===== src/rtl/ring_seq_ctrl.sv =====
// Sequencer for a systolic ring of N PEs: clear, load, N compute steps, drain N results.
// Optional cycle counter on perf_cycles is built only when RING_SEQ_CTRL_PERF_EN is defined.
module ring_seq_ctrl #(
    parameter int N  = 4,
    parameter int CW = 2
) (
    input  logic          clk,
    input  logic          reset,
    input  logic          start,
    input  logic          abort,
    output logic          busy,
    output logic          done,
    output logic          pe_rst,
    output logic          pe_load,
    output logic          pe_en,
    output logic          coeff_rd,
    output logic [CW-1:0] coeff_addr,
    output logic          out_valid,
    input  logic          out_ready,
    output logic          pe_shift,
    output logic [CW-1:0] out_idx,
    output logic [15:0]   perf_cycles
);

    typedef enum logic [2:0] {
        S_IDLE,
        S_CLEAR,
        S_LOAD,
        S_RUN,
        S_DRAIN,
        S_DONE
    } state_t;

    localparam logic [CW-1:0] LAST = CW'(N - 1);

    state_t        state_q;
    logic [CW-1:0] cnt_q;
    logic          busy_q;
    logic          done_q;
    logic          pe_rst_q;
    logic          pe_load_q;
    logic          pe_en_q;
    logic          coeff_rd_q;
    logic [CW-1:0] coeff_addr_q;
    logic          out_valid_q;
    logic [CW-1:0] out_idx_q;

    // Every strobe is registered together with the state it belongs to, so an
    // output always reflects the state that is current in the same cycle.
    always_ff @(posedge clk) begin
        if (reset || abort) begin
            state_q      <= S_IDLE;
            cnt_q        <= '0;
            busy_q       <= 1'b0;
            done_q       <= 1'b0;
            pe_rst_q     <= 1'b0;
            pe_load_q    <= 1'b0;
            pe_en_q      <= 1'b0;
            coeff_rd_q   <= 1'b0;
            coeff_addr_q <= '0;
            out_valid_q  <= 1'b0;
            out_idx_q    <= '0;
        end else begin
            busy_q       <= 1'b1;
            done_q       <= 1'b0;
            pe_rst_q     <= 1'b0;
            pe_load_q    <= 1'b0;
            pe_en_q      <= 1'b0;
            coeff_rd_q   <= 1'b0;
            coeff_addr_q <= '0;
            out_valid_q  <= 1'b0;
            out_idx_q    <= '0;
            case (state_q)
                S_IDLE: begin
                    if (start) begin
                        state_q  <= S_CLEAR;
                        pe_rst_q <= 1'b1;
                    end else begin
                        busy_q <= 1'b0;
                    end
                end
                S_CLEAR: begin
                    state_q   <= S_LOAD;
                    pe_load_q <= 1'b1;
                end
                S_LOAD: begin
                    state_q    <= S_RUN;
                    cnt_q      <= '0;
                    pe_en_q    <= 1'b1;
                    coeff_rd_q <= 1'b1;
                end
                S_RUN: begin
                    if (cnt_q == LAST) begin
                        state_q     <= S_DRAIN;
                        cnt_q       <= '0;
                        out_valid_q <= 1'b1;
                    end else begin
                        cnt_q        <= cnt_q + 1'b1;
                        pe_en_q      <= 1'b1;
                        coeff_rd_q   <= 1'b1;
                        coeff_addr_q <= cnt_q + 1'b1;
                    end
                end
                S_DRAIN: begin
                    if (out_ready && cnt_q == LAST) begin
                        state_q <= S_DONE;
                        cnt_q   <= '0;
                        done_q  <= 1'b1;
                    end else if (out_ready) begin
                        cnt_q       <= cnt_q + 1'b1;
                        out_valid_q <= 1'b1;
                        out_idx_q   <= cnt_q + 1'b1;
                    end else begin
                        out_valid_q <= 1'b1;
                        out_idx_q   <= cnt_q;
                    end
                end
                S_DONE: begin
                    state_q <= S_IDLE;
                    busy_q  <= 1'b0;
                end
                default: begin
                    state_q <= S_IDLE;
                    busy_q  <= 1'b0;
                end
            endcase
        end
    end

    assign busy       = busy_q;
    assign done       = done_q;
    assign pe_rst     = pe_rst_q;
    assign pe_load    = pe_load_q;
    assign pe_en      = pe_en_q;
    assign coeff_rd   = coeff_rd_q;
    assign coeff_addr = coeff_addr_q;
    assign out_valid  = out_valid_q;
    assign out_idx    = out_idx_q;
    assign pe_shift   = out_valid_q && out_ready;

`ifdef RING_SEQ_CTRL_PERF_EN
    logic [15:0] perf_q;

    // Cleared on the edge entering CLEAR, then one count per busy cycle up to and including DONE.
    always_ff @(posedge clk) begin
        if (reset) begin
            perf_q <= '0;
        end else if (abort) begin
            perf_q <= perf_q;
        end else if (state_q == S_IDLE && start) begin
            perf_q <= '0;
        end else if (state_q != S_IDLE && perf_q != 16'hFFFF) begin
            perf_q <= perf_q + 16'd1;
        end
    end

    assign perf_cycles = perf_q;
`else
    assign perf_cycles = 16'h0000;
`endif

endmodule


===== config.mk =====
export PLATFORM = sky130hd
export DESIGN_NAME = ring_seq_ctrl
export DESIGN_NICKNAME = d
export VERILOG_FILES = /design/src/rtl/ring_seq_ctrl.sv
export SDC_FILE = /design/constraint.sdc
export NUM_CORES = 1
export LEC_CHECK = 0
export ABC_AREA = 1
export CAP_MARGIN = 15
export CORE_MARGIN = 3
export CORE_UTILIZATION = 36
export DETAILED_ROUTE_END_ITERATION = 10
export PLACE_DENSITY = 0.74
export SLEW_MARGIN = 5
export SYNTH_ARGS = -nofsm -noshare
export SYNTH_HDL_FRONTEND = slang
export SYNTH_SLANG_ARGS = --single-unit

===== constraint.sdc =====
create_clock -name clk -period 1.3 [get_ports clk]
set_clock_uncertainty 0.15 [all_clocks]
set_input_delay 0.26 -clock clk [delete_from_list [all_inputs] [get_ports clk]]
set_output_delay 0.26 -clock clk [all_outputs]
set_load 0.05 [all_outputs]

==> results.sh <==
export IMPL_status="completed"
export IMPL_fin_crit_sh_pct=99.58
export IMPL_drt_met1_wl_um=653
export IMPL_dr_wl_met2_um=824
export IMPL_met3_length_um=124
export IMPL_irDropWorstVdd_mv=0.4573
export IMPL_cp_startpoint="out_valid"
export IMPL_wl_per_cell_um=10.64
export IMPL_vias=665
export IMPL_synth_top_area_share_pct=39.47
export IMPL_hp_class="reg -> reg"
export IMPL_synthArstFlopShare_pct=0
export IMPL_yosysMostFrequentCell="nand2_1"
export IMPL_drt_iter0_markers=21
export IMPL_ant_nets=0
export IMPL_drtPass1Iterations=4
export IMPL_fmax_mhz=772.4
export IMPL_num_antenna_cells=0
export IMPL_ys_types=20
export IMPL_maxCapViolations=0
export IMPL_yosys_warnings=0
export IMPL_grt_first_pass_wirelength_um=2553
export IMPL_avgViaCountPerCell=4.290
export IMPL_fillers=176
export IMPL_cts_sinks=15
export IMPL_worstSetupPathType="reg -> out"
export IMPL_synth_common_cells="20 x nand2_1, 17 x buf_4, 15 x dfxtp_1"
export IMPL_die_x_um=51.97
export IMPL_r2r_start="state_q[2]"
export IMPL_grt_max_degree=13
export IMPL_cts_tree="built"
export IMPL_clkTransAtPathRegs_ns=0.08
export IMPL_rows=16
export IMPL_grt_antenna_before_repair=0
export IMPL_reg2reg_depth=5
export IMPL_finalNonFillerCells=155
export IMPL_ys_flop_type="dfxtp_1"
export IMPL_hold_viol_final=0
export IMPL_yosysSeqAreaShare_pct=39.47
export IMPL_maxSlewViolCount=0
export IMPL_ys_seq_elements=15
export IMPL_insertion_delay_ns=0.29
export IMPL_synth_edf_count=0
export IMPL_end_kind="primary output"
export IMPL_grt_total_usage_pct=13.12
export IMPL_cts_htree_levels=1
export IMPL_power_density_nw_per_um2=896.5
export IMPL_r2r_slack_ns=0.005
export IMPL_fp_dieH_um=51.97
export IMPL_top_layer_used="met4"
export IMPL_initial_utilization_pct=38.38
export IMPL_route_detailed_drc=0
export IMPL_gp_congestion=0.7630
export IMPL_nNetsFinal=135
export IMPL_p_leak_nw=0.5422
export IMPL_synthToLayoutAreaGrowth_pct=47.70
export IMPL_cts_buffers=3
export IMPL_layout_drive_gt1_share_pct=34.38
export IMPL_r2r_end="cnt_q[1]"
export IMPL_p_total_mw=1.007
export IMPL_synthTopCellsByArea="dfxtp_1 39%, buf_4 17%, nand2_1 9.9%"
export IMPL_fp_coreArea_um2=1982
export IMPL_min_period_ns=1.295
export IMPL_setup_violations=0
export IMPL_cts_root_buf="clkbuf_4"
export IMPL_dieArea_um2=2701
export IMPL_cts_path_max_buffers=2
export IMPL_wirelength_um=1649
export IMPL_grt_pass1_vias=624
export IMPL_grt_setup_unrepaired="true"
export IMPL_cp_required_ns=0.89
export IMPL_io_buffers=16
export IMPL_start_kind="flop"
export IMPL_io_pins=33
export IMPL_crit_fanout=2
export IMPL_syn_inst=104
export IMPL_cp_arrival_ns=0.88
export IMPL_dp_hpwl_um=1241
export IMPL_netlist_area_um2=760.7
export IMPL_endpoint="out_valid"
export IMPL_syn_area_per_cell_um2=7.315
export IMPL_dp_cells=150
export IMPL_overflow=0
export IMPL_yosysTopAreaCell="dfxtp_1"
[cells in the final DEF (no fill, tap or decap), types with 2 or more instances in the layout]
cell	instances
inv_1	9
nor2_1	9
nor2_2	2
nand2_1	18
nand3_1	6
conb_1	16
clkdlybuf4s50_1	3
dfxtp_1	8
inv_2	3
nand2_2	5
nand3b_1	2
dfxtp_2	7
nor2_4	2
a21oi_1	4
clkbuf_4	3
buf_4	7
buf_12	12
nor3_1	3
[area by class of cell]
cell class | count | area (um2) | area share [%]
tap | 27 | 33.78 | 3.007
timing repair buffer | 23 | 331.6 | 29.51
inverter | 12 | 45.04 | 4.009
sequential | 15 | 309.0 | 27.51
clock buffer | 4 | 26.28 | 2.339
multi-input combinational | 74 | 377.9 | 33.63
[per-stage QoR]
stage | hold slack [ns] | TNS [ns] | cell area, um2 | setup slack [ns] | utilization (%)
after floorplan | 0.2713 | 0 | 819.5 | 0.02522 | -
after global placement | 0.4051 | -2.542 | 1047 | -0.2265 | 52.84
after detailed placement | 0.4384 | -2.920 | 1047 | -0.2810 | 52.84
after CTS | 0.4270 | 0 | 1086 | 0.002311 | 54.80
after global routing | 0.4497 | -0.1423 | 1124 | -0.05426 | 56.69
final | 0.4168 | 0 | 1124 | 0.005417 | 56.69
[how the worst min path moves through the flow]
| stage | startpoint | cells past startpoint | end | slack, ns |
|---|---|---|---|---|
| floorplan | start | 2 | pe_rst | 0.27 |
| global placement | cnt_q[1] | 2 | cnt_q[1] | 0.41 |
| detailed placement | state_q[0] | 2 | pe_load | 0.44 |
| CTS | out_ready | 4 | done | 0.43 |
| global route | state_q[2] | 2 | done | 0.45 |
| finish | state_q[2] | 2 | done | 0.42 |
[state kept, by name, summed over array words and instances, names as in the netlist]
signal,flops
cnt_q,2
out_idx,2
state_q,3
busy,1
done,1
pe_load,1
coeff_addr,2
pe_rst,1
out_valid,1
coeff_rd,1
[what timing repair did]
action,4_1_cts,5_1_grt
hold buffers,0,0
gates resized for setup,5,12
buffers inserted,1,0
endpoints found under the setup margin,5,9
pin swaps,1,1
[logic make-up after synthesis]
group                    Yosys count  share of synthesized area [%]
adder cells (fa/ha/maj)            1                          1.644
other                              1                         0.4929
buffers and inverters             30                          23.19
AND/OR/NAND/NOR                   49                          29.44
AO/OA/AOI/OAI                      8                          5.756
flip-flops                        15                          39.47
[power by group]
| group | leakage (nW) | total (mW) | switching [mW] | internal, mW |
|---|---|---|---|---|
| Clock | 0.0150 | 0.263 | 0.143 | 0.119 |
| Combinational | 0.402 | 0.255 | 0.185 | 0.0698 |
| Sequential | 0.125 | 0.490 | 0.0173 | 0.472 |
[worst max-delay path, cell delays in order (launching register included)]
cell     delay, ns
dfxtp_2       0.33
buf_4         0.13
buf_12        0.14
[metal layers]
metal  vias up  track usage (%)
li1        335                -
met1       288            13.84
met2        35            23.64
met3         7            2.579
met4         0            7.860
met5         -                0
No activity file was read; power rests on OpenSTA's default activity.
